File: src/rtl/alu_pkg.sv
// Shared ALU definitions: opcodes, funct7 selectors, 5-bit ALU control codes
// and the issue-buffer occupancy states.
package alu_pkg;

   localparam logic [6:0] OP     = 7'b0110011;
   localparam logic [6:0] OP_IMM = 7'b0010011;
   localparam logic [6:0] LUI    = 7'b0110111;
   localparam logic [6:0] AUIPC  = 7'b0010111;

   localparam logic [6:0] F7_BASE   = 7'b0000000;
   localparam logic [6:0] F7_ALT    = 7'b0100000;
   localparam logic [6:0] F7_MULDIV = 7'b0000001;

   localparam logic [4:0] ALU_ADD  = 5'b00000;
   localparam logic [4:0] ALU_SUB  = 5'b00100;
   localparam logic [4:0] ALU_SLL  = 5'b10110;
   localparam logic [4:0] ALU_SLT  = 5'b11011;
   localparam logic [4:0] ALU_SLTU = 5'b11010;
   localparam logic [4:0] ALU_XOR  = 5'b10100;
   localparam logic [4:0] ALU_SRL  = 5'b11000;
   localparam logic [4:0] ALU_SRA  = 5'b11001;
   localparam logic [4:0] ALU_OR   = 5'b10010;
   localparam logic [4:0] ALU_AND  = 5'b10000;

   localparam logic [4:0] ALU_MUL    = 5'b01001;
   localparam logic [4:0] ALU_MULH   = 5'b01011;
   localparam logic [4:0] ALU_MULHSU = 5'b01010;
   localparam logic [4:0] ALU_MULHU  = 5'b01000;
   localparam logic [4:0] ALU_DIV    = 5'b01101;
   localparam logic [4:0] ALU_DIVU   = 5'b01100;
   localparam logic [4:0] ALU_REM    = 5'b01111;
   localparam logic [4:0] ALU_REMU   = 5'b01110;

   typedef enum logic [1:0] {
      EMPTY = 2'd0,
      ONE   = 2'd1,
      FULL  = 2'd2
   } fifo_state_t;

   // Base-ISA code for a funct3 when funct7 is all zeros (ADD, not SUB/SRA).
   function automatic logic [4:0] base_code(input logic [2:0] funct3);
      case (funct3)
         3'b000:  base_code = ALU_ADD;
         3'b001:  base_code = ALU_SLL;
         3'b010:  base_code = ALU_SLT;
         3'b011:  base_code = ALU_SLTU;
         3'b100:  base_code = ALU_XOR;
         3'b101:  base_code = ALU_SRL;
         3'b110:  base_code = ALU_OR;
         default: base_code = ALU_AND;
      endcase
   endfunction

   function automatic logic [4:0] muldiv_code(input logic [2:0] funct3);
      case (funct3)
         3'b000:  muldiv_code = ALU_MUL;
         3'b001:  muldiv_code = ALU_MULH;
         3'b010:  muldiv_code = ALU_MULHSU;
         3'b011:  muldiv_code = ALU_MULHU;
         3'b100:  muldiv_code = ALU_DIV;
         3'b101:  muldiv_code = ALU_DIVU;
         3'b110:  muldiv_code = ALU_REM;
         default: muldiv_code = ALU_REMU;
      endcase
   endfunction

endpackage

File: src/rtl/alu_op_decode.sv
// Combinational RV32IM decode into ALU operands, control code and shift amount.
module alu_op_decode
   import alu_pkg::*;
#(
   parameter int WIDTH = 32,
   parameter int SHW   = $clog2(WIDTH)
) (
   input  logic [31:0]      instr_i,
   input  logic [WIDTH-1:0] pc_i,
   input  logic [WIDTH-1:0] rs1_i,
   input  logic [WIDTH-1:0] rs2_i,
   output logic [WIDTH-1:0] operand_a_o,
   output logic [WIDTH-1:0] operand_b_o,
   output logic [4:0]       alu_control_o,
   output logic [SHW-1:0]   shift_amount_o,
   output logic             illegal_o
);

   logic [6:0]       opcode;
   logic [2:0]       funct3;
   logic [6:0]       funct7;
   logic [WIDTH-1:0] imm_i;
   logic [WIDTH-1:0] imm_u;
   logic             unused_rd;

   assign opcode    = instr_i[6:0];
   assign funct3    = instr_i[14:12];
   assign funct7    = instr_i[31:25];
   assign imm_i     = WIDTH'($signed(instr_i[31:20]));
   assign imm_u     = WIDTH'($signed({instr_i[31:12], 12'b0}));
   assign unused_rd = ^instr_i[11:7];

   always_comb begin
      operand_a_o    = '0;
      operand_b_o    = '0;
      alu_control_o  = ALU_ADD;
      shift_amount_o = '0;
      illegal_o      = 1'b0;
      case (opcode)
         OP: begin
            operand_a_o    = rs1_i;
            operand_b_o    = rs2_i;
            shift_amount_o = rs2_i[SHW-1:0];
            case (funct7)
               F7_BASE:   alu_control_o = base_code(funct3);
               F7_MULDIV: alu_control_o = muldiv_code(funct3);
               F7_ALT: begin
                  if (funct3 == 3'b000)      alu_control_o = ALU_SUB;
                  else if (funct3 == 3'b101) alu_control_o = ALU_SRA;
                  else                       illegal_o     = 1'b1;
               end
               default:   illegal_o = 1'b1;
            endcase
         end
         OP_IMM: begin
            operand_a_o    = rs1_i;
            operand_b_o    = imm_i;
            shift_amount_o = SHW'(instr_i[24:20]);
            case (funct3)
               3'b001: begin
                  if (funct7 == F7_BASE) alu_control_o = ALU_SLL;
                  else                   illegal_o     = 1'b1;
               end
               3'b101: begin
                  if (funct7 == F7_BASE)     alu_control_o = ALU_SRL;
                  else if (funct7 == F7_ALT) alu_control_o = ALU_SRA;
                  else                       illegal_o     = 1'b1;
               end
               default: alu_control_o = base_code(funct3);
            endcase
         end
         LUI: begin
            operand_b_o = imm_u;
         end
         AUIPC: begin
            operand_a_o = pc_i;
            operand_b_o = imm_u;
         end
         default: illegal_o = 1'b1;
      endcase
      // Illegal encodings always present a clean all-zero payload downstream.
      if (illegal_o) begin
         operand_a_o    = '0;
         operand_b_o    = '0;
         alu_control_o  = ALU_ADD;
         shift_amount_o = '0;
      end
   end

endmodule

File: src/rtl/alu_issue_stage.sv
// Issue stage: decodes one instruction per cycle and holds it in a 2-entry
// skid FIFO in front of the ALU; in_ready is registered from next occupancy.
//
// state | meaning
// EMPTY | no entries, out_valid low
// ONE   | one entry at head
// FULL  | two entries, in_ready low
module alu_issue_stage
   import alu_pkg::*;
#(
   parameter int WIDTH = 32,
   parameter int TAG_W = 5
) (
   input  logic                     clk,
   input  logic                     rst,
   input  logic                     flush,
   input  logic                     in_valid,
   output logic                     in_ready,
   input  logic [31:0]              in_instr,
   input  logic [WIDTH-1:0]         in_pc,
   input  logic [WIDTH-1:0]         in_rs1,
   input  logic [WIDTH-1:0]         in_rs2,
   input  logic [TAG_W-1:0]         in_tag,
   output logic                     out_valid,
   input  logic                     out_ready,
   output logic [WIDTH-1:0]         out_operand_a,
   output logic [WIDTH-1:0]         out_operand_b,
   output logic [4:0]               out_alu_control,
   output logic [$clog2(WIDTH)-1:0] out_shift_amount,
   output logic [TAG_W-1:0]         out_tag,
   output logic                     out_illegal
);

   localparam int SHW = $clog2(WIDTH);

   logic [WIDTH-1:0] dec_a;
   logic [WIDTH-1:0] dec_b;
   logic [4:0]       dec_code;
   logic [SHW-1:0]   dec_shamt;
   logic             dec_illegal;

   alu_op_decode #(
      .WIDTH (WIDTH),
      .SHW   (SHW)
   ) u_decode (
      .instr_i        (in_instr),
      .pc_i           (in_pc),
      .rs1_i          (in_rs1),
      .rs2_i          (in_rs2),
      .operand_a_o    (dec_a),
      .operand_b_o    (dec_b),
      .alu_control_o  (dec_code),
      .shift_amount_o (dec_shamt),
      .illegal_o      (dec_illegal)
   );

   fifo_state_t      state_q, state_d;
   logic             head_q, tail_q;
   logic             in_ready_q;
   logic [WIDTH-1:0] a_q     [2];
   logic [WIDTH-1:0] b_q     [2];
   logic [4:0]       code_q  [2];
   logic [SHW-1:0]   shamt_q [2];
   logic [TAG_W-1:0] tag_q   [2];
   logic             ill_q   [2];
   logic             push, pop;

   assign in_ready  = in_ready_q;
   assign out_valid = (state_q != EMPTY);

   // A flush cycle neither pushes nor pops; it simply empties the buffer.
   assign push = in_valid && in_ready_q && !flush;
   assign pop  = out_valid && out_ready && !flush;

   always_comb begin
      state_d = state_q;
      if (flush) begin
         state_d = EMPTY;
      end else begin
         case (state_q)
            EMPTY:   if (push) state_d = ONE;
            ONE: begin
               if (push && !pop)      state_d = FULL;
               else if (pop && !push) state_d = EMPTY;
            end
            FULL:    if (pop) state_d = ONE;
            default: state_d = EMPTY;
         endcase
      end
   end

   always_ff @(posedge clk or posedge rst) begin
      if (rst) begin
         state_q    <= EMPTY;
         head_q     <= 1'b0;
         tail_q     <= 1'b0;
         in_ready_q <= 1'b1;
         for (int i = 0; i < 2; i++) begin
            a_q[i]     <= '0;
            b_q[i]     <= '0;
            code_q[i]  <= ALU_ADD;
            shamt_q[i] <= '0;
            tag_q[i]   <= '0;
            ill_q[i]   <= 1'b0;
         end
      end else begin
         state_q    <= state_d;
         in_ready_q <= (state_d != FULL);
         if (flush) begin
            head_q <= 1'b0;
            tail_q <= 1'b0;
         end else begin
            if (push) begin
               a_q[tail_q]     <= dec_a;
               b_q[tail_q]     <= dec_b;
               code_q[tail_q]  <= dec_code;
               shamt_q[tail_q] <= dec_shamt;
               tag_q[tail_q]   <= in_tag;
               ill_q[tail_q]   <= dec_illegal;
               tail_q          <= ~tail_q;
            end
            if (pop) head_q <= ~head_q;
         end
      end
   end

   assign out_operand_a    = a_q[head_q];
   assign out_operand_b    = b_q[head_q];
   assign out_alu_control  = code_q[head_q];
   assign out_shift_amount = shamt_q[head_q];
   assign out_tag          = tag_q[head_q];
   assign out_illegal      = ill_q[head_q];

endmodule

File: config.mk
export PLATFORM = sky130hd
export DESIGN_NAME = alu_issue_stage
export DESIGN_NICKNAME = d
export VERILOG_FILES = /design/src/rtl/alu_pkg.sv /design/src/rtl/alu_op_decode.sv /design/src/rtl/alu_issue_stage.sv
export SDC_FILE = /design/constraint.sdc
export NUM_CORES = 1
export LEC_CHECK = 0
export CAP_MARGIN = 5
export CORE_MARGIN = 3
export CORE_UTILIZATION = 40
export CTS_CLUSTER_DIAMETER = 60
export DETAILED_ROUTE_END_ITERATION = 8
export PLACE_DENSITY = 0.72
export REMOVE_ABC_BUFFERS = 1
export SKIP_CTS_REPAIR_TIMING = 1
export SYNTH_ARGS = -nofsm -noshare
export SYNTH_HDL_FRONTEND = slang
export SYNTH_SLANG_ARGS = --single-unit
export TNS_END_PERCENT = 20
File: constraint.sdc
create_clock -name clk -period 14.4 [get_ports clk]
set_clock_uncertainty 0.2 [all_clocks]
set_input_delay 1.44 -clock clk [delete_from_list [all_inputs] [get_ports clk]]
set_output_delay 1.44 -clock clk [all_outputs]
set_load 0.01 [all_outputs]
==> qor.yml <==
antenna_found_initial: 0
vias: 6884
clkSinkCount: 165
holdWs_ns: 0.2743
grt_use_met1_pct: 26.83
dr.pass1.iters: 4
clkSlewWorstSetupHoldPaths_ns: 0.06
layout-drive-gt1-share_pct: 14.03
rsz0062_at_grt: "no"
cts_tree: "built"
grt_overflow: 0
p_total_mw: 1.108
netlist_top_cells_count: "182 x nand2_1, 164 x dfrtp_1, 138 x o21ai_0"
drt_iter0_drc: 370
clk_path_buf_depth: 2
grt_pass1_vias: 6993
hpwl_um: 14030
hold_viol: 0
post_drt_wl_per_cell_um: 16.60
slowest_delay_ns: 0.83
start_kind: "flop"
die_w_um: 148.7
path_max_fanout: 73
status: "completed"
timing.rr.end: "a_q[3]"
final.setup.tns_ns: 0
required_ns: 12.76
path_class: "flop to output port"
via_per_inst: 5.160
ys_warn_count: 0
synth_edf_count: 0
yosysMostFrequentCell: "nand2_1"
setup_viol: 0
cts_buffers: 17
period_share_pct: 30.69
syn_area_per_cell_um2: 9.262
track_usage_pct: 20.02
core.rowCount: 51
hold_class: "flop to flop"
syn_inst: 879
worst_pin_slew_ns: 1.092
use_met3_pct: 4.662
ir_drop_mv: 0.08055
path_cells: "buf_4 -> mux2_2 -> clkdlybuf4s50_1"
synth_area_leaders: "dfrtp_1 50%, mux2_2 11%, o21ai_0 8.5%"
grt_busiest_layer: "met2"
total_leakage_power_nw: 4.758
drt-total-wl_um: 22140
pwr_density_cell_nw_per_um2: 100.3
cp-endpoint: "out_operand_b[28]"
fin_nets: 1194
slowest_stage: "buf_4"
async_reset_ff_share_pct: 100.0
fp.dieH_um: 148.7
ios: 220
maxCapViolCount: 0
period_minus_slack_ns: 4.419
r2r_setup_slack_ns: 12.09
ys_seq_area_share_pct: 50.73
synth_area_um2: 8142
clkLatencyLatePin_ns: 0.42
area_growth_syn_to_layout_pct: 35.64
yosys_most_used_dff: "dfrtp_1"
final_max_slew_viol_count: 0
core_region_area_um2: 19720
setup.worst_path.start: "head_q"
diodes: 0
max_clock_freq_ghz: 0.2263
grt_pass1_wl_um: 35640
h-tree-depth: 4
die_area_um2: 22100
drc: 0
gp_congestion: 0.8204
postRouteAntennaNets: 0
clock-root-buffer: "clkbuf_16"
slew_headroom_pct: 26.86
synth_seq_cells: 165
synth_top_cell_by_area: "dfrtp_1"
critPathArrivalTime_ns: 2.78
met2_usage_pct: 33.14
crit_path_end_kind: "output port"
worstReg2RegStart: "in_ready"
grt_max_degree: 91
port_buffers: 214
synth.distinct_cells: 50
yosysTopAreaCellShare_pct: 50.41
worstRegToRegCells: 7
initial_core_util_pct: 41.29
-- routing by layer --
metal  part of all wire [%]  routed length [um]
met2                     47               10310
met4                    1.2                 267
met1                     46               10200
met5                      0                   0
met3                    6.2                1366
-- worst min path at each step --
stage,from,endpoint,cells past startpoint
6_report,b_q[2],b_q[2],2
5_1_grt,b_q[27],b_q[27],2
4_1_cts,b_q[17],b_q[17],2
3_5_place_dp,tag_q[5],tag_q[5],2
3_3_place_gp,a_q[16],a_q[16],2
2_1_floorplan,tag_q[0],tag_q[0],2
-- sequential cells by signal (all words and copies together), names as in the netlist --
name and flops:
state_q 2, code_q 10, tail_q 1, head_q 1
tag_q 10, in_ready 1, shamt_q 10, ill_q 2
a_q 64, b_q 64
-- cell type report --
class                   instances  area (um^2)
clock buffers                  19        442.9
clock inverters                13        147.6
fillers                      1747         8675
inverters                      10        42.54
multi-input cells             637         3727
flip-flops and latches        165         4134
well taps                     265        331.6
repair buffers                225         2217
-- where the power goes --
part / internal, mW / leakage [nW] / switching [mW]
combinational: 0.0803 / 2.22 / 0.0800
sequential: 0.481 / 2.26 / 0.0101
clock: 0.263 / 0.282 / 0.194
-- worst max-delay path: cells and delay by family (launching register included) --
family | cells | cell delay, ns
buffers and inverters | 2 | 1.37
multiplexers | 1 | 0.42
flip-flops | 1 | 0.51
-- metrics by stage --
step / instances / utilization [%] / instance area, um^2 / worst slack, ns
5_1_grt: 1334 / 56.01 / 11040 / 9.916
2_1_floorplan: 812 / - / 7869 / 8.300
6_report: 1334 / 56.01 / 11040 / 9.981
4_1_cts: 1334 / 56.01 / 11040 / 9.980
3_5_place_dp: 1302 / 53.01 / 10450 / 10.12
3_3_place_gp: 1302 / 53.01 / 10450 / 10.17
-- kinds of logic (layout without fill, tap and decap cells) --
family	after synthesis	in the layout	share of synthesized area (%)
AO/OA/AOI/OAI	249	249	16.35
XOR/XNOR	3	3	0.3228
buffers and inverters	77	267	3.811
flip-flops	165	165	50.73
multiplexers	93	93	12.68
AND/OR/NAND/NOR	292	292	16.11
-- layout by cell type (no fill, tap or decap), types with 9 or more instances in the layout --
cell type | Yosys | layout
dfrtp_1 | 164 | 163
nor2b_1 | 36 | 34
nand2_1 | 182 | 181
mux2_2 | 81 | 81
clkbuf_16 | 0 | 17
o21ai_0 | 138 | 138
a21oi_1 | 82 | 82
buf_4 | 0 | 12
inv_1 | 10 | 9
nor2_1 | 38 | 38
clkdlybuf4s50_1 | 0 | 212
or2_2 | 10 | 10
mux2i_1 | 12 | 12
Power figures use the tool's default switching activity.
